**config.mk**
```make
export PLATFORM = sky130hd
export DESIGN_NAME = frame_ram_writer_flat
export DESIGN_NICKNAME = d
export VERILOG_FILES = /design/src/rtl/vga_pkg.sv /design/src/rtl/frame_ram_writer_if.sv /design/src/rtl/frame_ram_writer.sv /design/src/flat_wrapper.sv
export SDC_FILE = /design/constraint.sdc
export NUM_CORES = 1
export LEC_CHECK = 0
export ABC_AREA = 1
export CAP_MARGIN = 40
export CORE_MARGIN = 1
export CORE_UTILIZATION = 30
export DETAILED_ROUTE_END_ITERATION = 8
export PLACE_DENSITY_LB_ADDON = 0.25
export SLEW_MARGIN = 40
export SYNTH_ARGS = -nofsm -noshare
export SYNTH_HDL_FRONTEND = slang
export SYNTH_SLANG_ARGS = --single-unit
```
**constraint.sdc**
```tcl
create_clock -name clk -period 3.4 [get_ports clk]
set_clock_uncertainty 0.15 [all_clocks]
set_input_delay 0.34 -clock clk [delete_from_list [all_inputs] [get_ports clk]]
set_output_delay 0.34 -clock clk [all_outputs]
set_load 0.05 [all_outputs]
```
**src/rtl/vga_pkg.sv**
```systemverilog
// Shared types and constants for the VGA image-memory path.
package vga_pkg;

  localparam int unsigned IMG_W     = 400;
  localparam int unsigned IMG_H     = 400;
  localparam int unsigned IMG_DEPTH = IMG_W * IMG_H;

  localparam int unsigned ADDR_W = 32;
  localparam int unsigned DATA_W = 8;
  localparam int unsigned SUM_W  = ADDR_W + 1;

  typedef enum logic [1:0] {IDLE, WRITE, DONE} wr_state_t;
  typedef logic [DATA_W-1:0] pixel_t;
  typedef logic [ADDR_W-1:0] addr_t;

  // Window check done one bit wider than the address so base+length cannot wrap.
  function automatic logic window_fits(input addr_t base, input addr_t len,
                                       input int unsigned depth);
    logic [SUM_W-1:0] end_excl;
    end_excl = {1'b0, base} + {1'b0, len};
    return end_excl <= SUM_W'(depth);
  endfunction

endpackage

```
**src/rtl/frame_ram_writer_if.sv**
```systemverilog
// Sample stream in and RAM write port out, bundled for one colour channel.
interface frame_ram_writer_if;
  import vga_pkg::*;

  logic   s_valid;
  pixel_t s_data;
  logic   s_ready;
  logic   mem_we;
  addr_t  mem_addr;
  pixel_t mem_wdata;

  modport master (
    output s_valid, s_data,
    input  s_ready, mem_we, mem_addr, mem_wdata
  );

  modport slave (
    input  s_valid, s_data,
    output s_ready, mem_we, mem_addr, mem_wdata
  );

endinterface

```
**src/rtl/frame_ram_writer.sv**
```systemverilog
// Writes a base/length window of 8-bit samples from a valid/ready stream into the
// image RAM, one byte per accepted beat with a fixed one-cycle write latency.
module frame_ram_writer
  import vga_pkg::*;
#(
  parameter int unsigned DEPTH = IMG_DEPTH
) (
  input  logic                     clk,
  input  logic                     rst_n,
  input  logic                     start,
  input  addr_t                    base_addr,
  input  addr_t                    length,
  input  logic                     abort,
  output logic                     busy,
  output logic                     done,
  output logic                     err,
  frame_ram_writer_if.slave        bus
);

  wr_state_t state_q, state_d;
  addr_t     base_q,  base_d;
  addr_t     len_q,   len_d;
  addr_t     count_q, count_d;
  logic      mem_we_q, mem_we_d;
  addr_t     mem_addr_q, mem_addr_d;
  pixel_t    mem_wdata_q, mem_wdata_d;
  logic      done_q, done_d;
  logic      err_q, err_d;
  logic      accept_c;

  // Readiness depends on state only, never on s_valid.
  assign bus.s_ready = (state_q == WRITE);
  assign busy        = (state_q == WRITE);
  assign accept_c    = bus.s_valid && (state_q == WRITE);

  assign bus.mem_we    = mem_we_q;
  assign bus.mem_addr  = mem_addr_q;
  assign bus.mem_wdata = mem_wdata_q;
  assign done          = done_q;
  assign err           = err_q;

  always_comb begin
    state_d     = state_q;
    base_d      = base_q;
    len_d       = len_q;
    count_d     = count_q;
    mem_we_d    = 1'b0;
    mem_addr_d  = mem_addr_q;
    mem_wdata_d = mem_wdata_q;
    done_d      = 1'b0;
    err_d       = 1'b0;

    unique case (state_q)
      IDLE: begin
        if (start) begin
          if (length == '0) begin
            done_d = 1'b1;
          end else if (!window_fits(base_addr, length, DEPTH)) begin
            err_d = 1'b1;
          end else begin
            base_d  = base_addr;
            len_d   = length;
            count_d = '0;
            state_d = WRITE;
          end
        end
      end

      WRITE: begin
        if (accept_c) begin
          mem_we_d    = 1'b1;
          mem_addr_d  = base_q + count_q;
          mem_wdata_d = bus.s_data;
          count_d     = count_q + ADDR_W'(1);
          if (count_q == len_q - ADDR_W'(1)) begin
            state_d = DONE;
            done_d  = 1'b1;
          end
        end
        // Abort wins over completion; a beat taken this cycle is still written.
        if (abort) begin
          state_d = IDLE;
          done_d  = 1'b0;
        end
      end

      DONE: begin
        state_d = IDLE;
      end

      default: begin
        state_d = IDLE;
      end
    endcase
  end

  always_ff @(posedge clk or negedge rst_n) begin
    if (!rst_n) begin
      state_q     <= IDLE;
      base_q      <= '0;
      len_q       <= '0;
      count_q     <= '0;
      mem_we_q    <= 1'b0;
      mem_addr_q  <= '0;
      mem_wdata_q <= '0;
      done_q      <= 1'b0;
      err_q       <= 1'b0;
    end else begin
      state_q     <= state_d;
      base_q      <= base_d;
      len_q       <= len_d;
      count_q     <= count_d;
      mem_we_q    <= mem_we_d;
      mem_addr_q  <= mem_addr_d;
      mem_wdata_q <= mem_wdata_d;
      done_q      <= done_d;
      err_q       <= err_d;
    end
  end

endmodule

```
**src/flat_wrapper.sv**
```systemverilog
// flat-port wrapper written by rule: the top's interface ports become plain ports
module frame_ram_writer_flat import vga_pkg::*;
#(
  parameter int unsigned DEPTH = IMG_DEPTH
)
  (clk, rst_n, start, base_addr, length, abort, busy, done, err, bus_s_valid, bus_s_data, bus_s_ready, bus_mem_we, bus_mem_addr, bus_mem_wdata);
  frame_ram_writer_if bus_i ();
  input  logic clk;
  input  logic rst_n;
  input  logic start;
  input  addr_t base_addr;
  input  addr_t length;
  input  logic abort;
  output logic busy;
  output logic done;
  output logic err;
  input wire logic [$bits(bus_i.s_valid)-1:0] bus_s_valid;
  input wire logic [$bits(bus_i.s_data)-1:0] bus_s_data;
  output wire logic [$bits(bus_i.s_ready)-1:0] bus_s_ready;
  output wire logic [$bits(bus_i.mem_we)-1:0] bus_mem_we;
  output wire logic [$bits(bus_i.mem_addr)-1:0] bus_mem_addr;
  output wire logic [$bits(bus_i.mem_wdata)-1:0] bus_mem_wdata;
  assign bus_i.s_valid = bus_s_valid;
  assign bus_i.s_data = bus_s_data;
  assign bus_s_ready = bus_i.s_ready;
  assign bus_mem_we = bus_i.mem_we;
  assign bus_mem_addr = bus_i.mem_addr;
  assign bus_mem_wdata = bus_i.mem_wdata;
  frame_ram_writer #(.DEPTH(DEPTH)) u_core (.clk(clk), .rst_n(rst_n), .start(start), .base_addr(base_addr), .length(length), .abort(abort), .busy(busy), .done(done), .err(err), .bus(bus_i));
endmodule
```
==> reports/results.md <==
| Parameter | Value |
| --- | --- |
| Outcome | completed |
| Net count of the finished layout | 2521 |
| Warnings from Yosys | 0 |
| Final Max Slew Viols | 0 |
| Number of buffers created by CTS | 17 |
| Clock tree from TritonCTS | yes |
| Average cell area after synthesis | 6.17 µm² |
| Die Y | 212 µm |
| Gr usage total | 19.4% |
| Fraction of power consumed by combinational cells | 27.2% |
| Flip-flop cell with the highest count after synthesis | sky130_fd_sc_hd__dfrtp_1 |
| Sw Share | 32.0% |
| Core region area | 43200 µm² |
| Synthesized flop and latch total | 141 |
| Nature of the critical path startpoint | primary input |
| Min cycle time layout | 3200 ps |
| Synth async-reset ratio | 100% |
| EDFF count, synth | 0 |
| Placer Congestion | 0.975 |
| Post-synth cell types | 47 |
| Worst Tran Pin Value | 706 ps |
| Static leakage power | 9.03 nW |
| Largest area contributor in the netlist | sky130_fd_sc_hd__dfrtp_1 |
| Antenna violations before repair | 0 |
| Vias | 13.6k |
| Starting density of the core | 30.5% |
| Portion of total power attributed to sequential cells | 34.1% |
| CP Capture Type | register |
| Final total negative setup slack | 0 ps |
| Critical Path AT | 3430 ps |
| Clk Latency, worst-skew pair | 430 ps |
| Routed len/inst | 14.5 µm |
| Layout-stage area growth over the synthesis result | 28.8% |
| Crit-path max FO | 14 |
| Number of instances in the synthesized netlist | 2136 |
| Row Count | 76 |
| Iteration count of the initial detailed-routing pass | 5 |
| Pin count of the biggest net entering global routing | 70 |
| Part of the cycle the worst path needs | 94.2% |
| Fraction of post-synthesis cell area in the top cell type by area | 26.8% |
| Proportion of layout cells with a drive suffix above 1 | 11.0% |
| Post-CTS clock slew at the launch and capture registers of the worst setup and hold paths | 60 ps |
| Total Power | 5.20 mW |
| Leftover overflow at the end of global routing | 0 |
| Cell internal power dissipation | 3.54 mW |
| Critical setup path kind | in -> reg |
| Die Span X | 212 µm |
| Num ports | 122 |
| Sequential area share after synthesis | 26.8% |
| Util after Layout | 39.3% |
| Sw Pwr | 1.67 mW |
| Dpl hpwl | 35.8 mm |
| Clock Root Buffer | sky130_fd_sc_hd__clkbuf_16 |
| Total inserted antenna cells | 0 |
| Total number of H-tree levels | 4 |
| Max-cap viol count | 0 |
| Number of remaining DRC errors | 0 |
| Remaining antenna violation count after routing | 0 |
| Number of nets in the synthesized netlist | 2280 |
| Tightest slew margin relative to the limit | 52.4% |
| Number of design-rule violations left by the first detailed-router iteration | 805 |
| DRT Wirelength | 43.3 mm |
| Worst hold-check slack | 237 ps |
| First-pass GRT wire length | 68.3 mm |
| Final hold violation count | 0 |
| Top cells by area, synth | sky130_fd_sc_hd__dfrtp_1 27%, sky130_fd_sc_hd__nand2_1 20%, sky130_fd_sc_hd__inv_1 12% |
| Clock Tree Buf Depth | 2 |
| Maximum ir drop on the vdd rail | 249 µV |
| # clock sinks | 141 |
| Routed via count divided by cell count | 4.59 |
| Number of inserted filler cells in the final layout | 4742 |
| Kind of path behind the tightest hold check | in -> async |
| Maximum clock frequency | 312 MHz |
| CP Data Required Time | 3630 ps |
| Share of total power in the clock network | 38.7% |
| Power density over the cells | 306 nW/µm² |
| Floorplan die area | 44800 µm² |
| Number of global-route vias before repair | 13.1k |
| Final setup fails | 0 |
| Synth Cell Area | 13200 µm² |
| Port Buffer Count | 121 |
## repair_timing
| action | 4_1_cts | 5_1_grt |
|---|---|---|
| resized for setup | 0 | 32 |
| setup buffers | 0 | 2 |
| hold buffers | 1 | 0 |
| endpoints found under the setup margin | 0 | 97 |
| hold endpoints to repair | 39 | 0 |
## cells in the final DEF, fill, tap and decap left out, drive strengths merged, types with 7 or more instances in the layout
| cell type | count |
|---|---|
| nand2 | 711 |
| inv | 417 |
| nor2 | 191 |
| buf | 153 |
| dfrtp | 141 |
| nand4 | 122 |
| clkdlybuf4s50 | 120 |
| nand3 | 110 |
| xor2 | 68 |
| a21oi | 66 |
| ha | 65 |
| o21ai | 43 |
| nor3 | 35 |
| clkbuf | 23 |
| xnor2 | 21 |
| nor4 | 21 |
| or2 | 18 |
| nand3b | 9 |
| a31oi | 7 |
## Yosys cell counts (7+ instances only)
cell	number
sky130_fd_sc_hd__a31oi_1	7
sky130_fd_sc_hd__nand3_1	107
sky130_fd_sc_hd__inv_1	409
sky130_fd_sc_hd__buf_6	16
sky130_fd_sc_hd__ha_1	65
sky130_fd_sc_hd__nor2_1	179
sky130_fd_sc_hd__o21ai_0	40
sky130_fd_sc_hd__or2_2	17
sky130_fd_sc_hd__xnor2_1	21
sky130_fd_sc_hd__nand3b_1	9
sky130_fd_sc_hd__dfrtp_1	141
sky130_fd_sc_hd__nand2_1	709
sky130_fd_sc_hd__nand4_1	122
sky130_fd_sc_hd__xor2_1	68
sky130_fd_sc_hd__nor2_2	11
sky130_fd_sc_hd__a21oi_1	66
sky130_fd_sc_hd__buf_2	10
sky130_fd_sc_hd__nor4_1	20
sky130_fd_sc_hd__nor3_1	33
sky130_fd_sc_hd__clkbuf_1	29
## cell families (layout without fill, tap and decap cells)
group | after synthesis | in the layout | synth area share [%]
fa+ha+maj | 67 | 67 | 6.47
simple gates | 1226 | 1226 | 40.4
flops | 141 | 141 | 26.8
xor+xnor | 89 | 89 | 5.91
compound gates | 140 | 140 | 5.90
buf+inv | 473 | 727 | 14.5
## through the flow
step	std cells	instance area (µm²)	worst slack [ps]
finish	2975	17000	197
CTS	2966	16700	89.7
detailed placement	2933	16000	-346
floorplan	2136	13200	621
global route	2975	17000	-24.1
global placement	2933	16000	-315
## flip-flops by register name, summed over array words and instances, names as in the netlist
| register | cells |
|---|---|
| u_core.base_q | 32 |
| u_core.bus.mem_addr | 32 |
| u_core.bus.mem_wdata | 8 |
| u_core.bus.mem_we | 1 |
| u_core.count_q | 32 |
| u_core.done | 1 |
| u_core.err | 1 |
| u_core.len_q | 32 |
| u_core.state_q | 2 |
## layout make-up
| class | instances | area [µm²] | area share, % |
|---|---|---|---|
| multi-input combinational | 1522 | 7890 | 46.5 |
| sequential | 141 | 3530 | 20.8 |
| timing repair buffer | 279 | 2640 | 15.6 |
| inverter | 416 | 1560 | 9.19 |
| tap | 585 | 732 | 4.31 |
| clock buffer | 18 | 439 | 2.59 |
| clock inverter | 14 | 191 | 1.13 |
## metal layers
metal | vias to the layer above | track usage [%] | share of wire, %
met5 | - | 0 | 0
met4 | 0 | 5.45 | 2.0
met3 | 50 | 1.90 | 2.6
met2 | 243 | 32.6 | 47
met1 | 6189 | 26.3 | 49
li1 | 7167 | - | -
## power groups by stage
stage / Sequential, mW / Combinational, mW / Clock, mW
global placement: 1.81 / 1.38 / 0
global route: 1.78 / 1.55 / 2.13
detailed placement: 1.81 / 1.38 / 0
floorplan: 2.02 / 0.543 / 0
CTS: 1.78 / 1.39 / 2.06
finish: 1.77 / 1.41 / 2.01
## worst max-delay path, cell delays in order
cell and delay (ps):
sky130_fd_sc_hd__clkdlybuf4s50_1 440, sky130_fd_sc_hd__ha_1 360, sky130_fd_sc_hd__nand2_1 170, sky130_fd_sc_hd__buf_4 130
sky130_fd_sc_hd__inv_1 40, sky130_fd_sc_hd__nand2_1 60, sky130_fd_sc_hd__nand3_1 80, sky130_fd_sc_hd__a21oi_1 280
sky130_fd_sc_hd__nor2_1 80, sky130_fd_sc_hd__nor2_1 100, sky130_fd_sc_hd__nand2_1 120, sky130_fd_sc_hd__nor2_2 160
sky130_fd_sc_hd__nand2_2 80, sky130_fd_sc_hd__nor2_4 130, sky130_fd_sc_hd__nand3_2 100, sky130_fd_sc_hd__nand2_4 160
sky130_fd_sc_hd__nand3_4 90, sky130_fd_sc_hd__buf_12 170, sky130_fd_sc_hd__clkbuf_16 170, sky130_fd_sc_hd__nand2_1 70
sky130_fd_sc_hd__nand2_1 50, sky130_fd_sc_hd__inv_1 40
## worst paths after layout
check	start	to	slack, ps	cells after the start
max	length[19]	u_core.base_q[25]	200	22
min	rst_n	u_core.bus.mem_wdata[1]	240	2
max reg2reg	u_core.base_q[0]	u_core.bus.mem_addr[26]	400	15
min reg2reg	u_core.bus.mem_wdata[4]	u_core.bus.mem_wdata[4]	320	2
max in group asynchronous	rst_n	u_core.count_q[30]	2090	3
min in group clk	bus_s_data[5]	u_core.bus.mem_wdata[5]	310	3
Power figures use the tool's default switching activity.
==> RTL change: new RTL, config.mk and constraints unchanged <==
Change the package constant `ADDR_W` from 32 to 16.
--- a/src/rtl/vga_pkg.sv
+++ b/src/rtl/vga_pkg.sv
@@ -6,5 +6,5 @@
   localparam int unsigned IMG_DEPTH = IMG_W * IMG_H;
 
-  localparam int unsigned ADDR_W = 32;
+  localparam int unsigned ADDR_W = 16;
   localparam int unsigned DATA_W = 8;
   localparam int unsigned SUM_W  = ADDR_W + 1;
Ports: changed (resized base_addr, bus_mem_addr and length); port bits go from 122 to 74. The function was not compared with the original's and may differ.
==> RTL change against the original RTL <==
  * Sequential cell count shrank 64
  * Cell area shrank 60%
  * Via count shrank 62%
  * Power shrank 7.9%
  * Die area shrank 57%
  * Register-to-register slack gained 0.10 ns
  * Area after synthesis shrank 58%
  * Wire length shrank 65%
  * Count of clock-buffer cells in the layout shrank 9
  * Worst setup slack gained 0.11 ns
  * Largest cell class unchanged
==> RTL change: results <==
[place]
placed_area_um2 = 6550
dp_hpwl_um = 11790
numPortBuffers = 73
dp_slack_ns = -0.01090
gp_congestion = 0.8935

[synthesis]
netlist_top_cells_area = dfrtp_1, nand2_1, ha_1, nand3_1, nand4_1
yosys_warnings = 0
syn-num-nets = 854
synth_cell_types = 35
synth_cells = 774
yosys-top-cells-count = nand2_1, dfrtp_1, inv_1
async_flop_share_pct = 100.0
synthFlopType = dfrtp_1
synth_seq_area_share_pct = 34.71

[pwr]
power_clock_uw = 964
pwr-share-comb_pct = 47.9
p_total_uw = 4792
irDropWorstVdd_mv = 0.4218
p_leak_uw = 0.003369
p_int_uw = 2659

[worst_setup_path]
critPathLaunch = length[0]
worst_path_max_delay_cell = clkdlybuf4s50_1
crit_fanout = 33
cp.arrival_ns = 3.17
cp_slowest_stage_delay_ns = 0.50
crit-reg2reg-launch = u_core.count_q[0]

[routing]
viasPerCell = 4.747
dr.pass1.iters = 5
drtIter0Drc = 299
post_drt_wl_per_cell_um = 13.86

[global_route]
grt_max_degree = 78
grt_usage_pct = 16.23
grt_pass1_vias = 5000
grt_pass1_wl_um = 25050
grt.overflow.total = 0
antenna_found_initial = 0

[cts]
cts_buffers = 9
post-cts-setup-buffer-count = 0
htree_levels = 3
path_clk_slew_ns = 0.06
clk_latency_ns = 0.34

[final_layout]
nets = 931
drive_above_1_share_pct = 5.724
instances_no_fill = 1085
fillers = 1927

[status]
status = finished clean

[min_path]
min_from = u_core.bus.mem_wdata[1]
hp-class = flip-flop to flip-flop

[timing]
setup_viol_count_final = 0
tightest_slew_ns = 0.6999
-- RTL change: cell families (layout without fill, tap and decap cells) --
kind of cell / count (synthesis) / in the layout / synth area share (%)
AOI/OAI and AO/OA: 77 / 77 / 7.505
xor gates and xnor gates: 47 / 47 / 7.415
adders and majority gates: 35 / 35 / 8.159
buffers and inverters: 94 / 176 / 7.189
DFF: 77 / 77 / 34.71
and+or+nand+nor: 444 / 444 / 35.02
-- RTL change: what timing repair did --
item	in CTS	in global routing
hold buffers	1	0
hold endpoints to repair	77	0
gates resized for setup	0	0
-- RTL change: path summary, 6_finish.rpt --
path | end | slack [ns] | depth (start not counted)
min in group asynchronous | u_core.bus.mem_wdata[4] | 0.45 | 2
setup / recovery | u_core.len_q[6] | 0.31 | 15
hold reg to reg | u_core.bus.mem_wdata[1] | 0.33 | 2
max in group asynchronous | u_core.count_q[15] | 2.16 | 2
setup reg to reg | u_core.bus.mem_addr[12] | 0.50 | 10
hold / removal | u_core.bus.mem_wdata[1] | 0.33 | 2
-- RTL change: per-layer routing --
layer	GRT usage, %	wire length, um	part of all wire, %	up-vias
met4	4.222	186	1.2	0
met3	2.632	631	4.2	12
met2	25.03	6628	44	112
met1	23.44	7597	51	2313
met5	0	0	0	-
li1	-	-	-	2713
-- RTL change: cell type report --
class	instances	area [um2]	area share (%)
clock inverter	7	75.07	1.094
sequential	77	1927	28.09
multi-input combinational	603	3226	47.02
clock buffer	9	225.2	3.283
timing repair buffer	89	854.6	12.46
inverter	71	266.5	3.885
tap	229	286.5	4.177
-- RTL change: critical path, delay by kind of cell --
kind,cells,cell delay (ns)
adder cells (fa/ha/maj),2,0.66
buffers and inverters,1,0.50
AND/OR/NAND/NOR,12,1.65
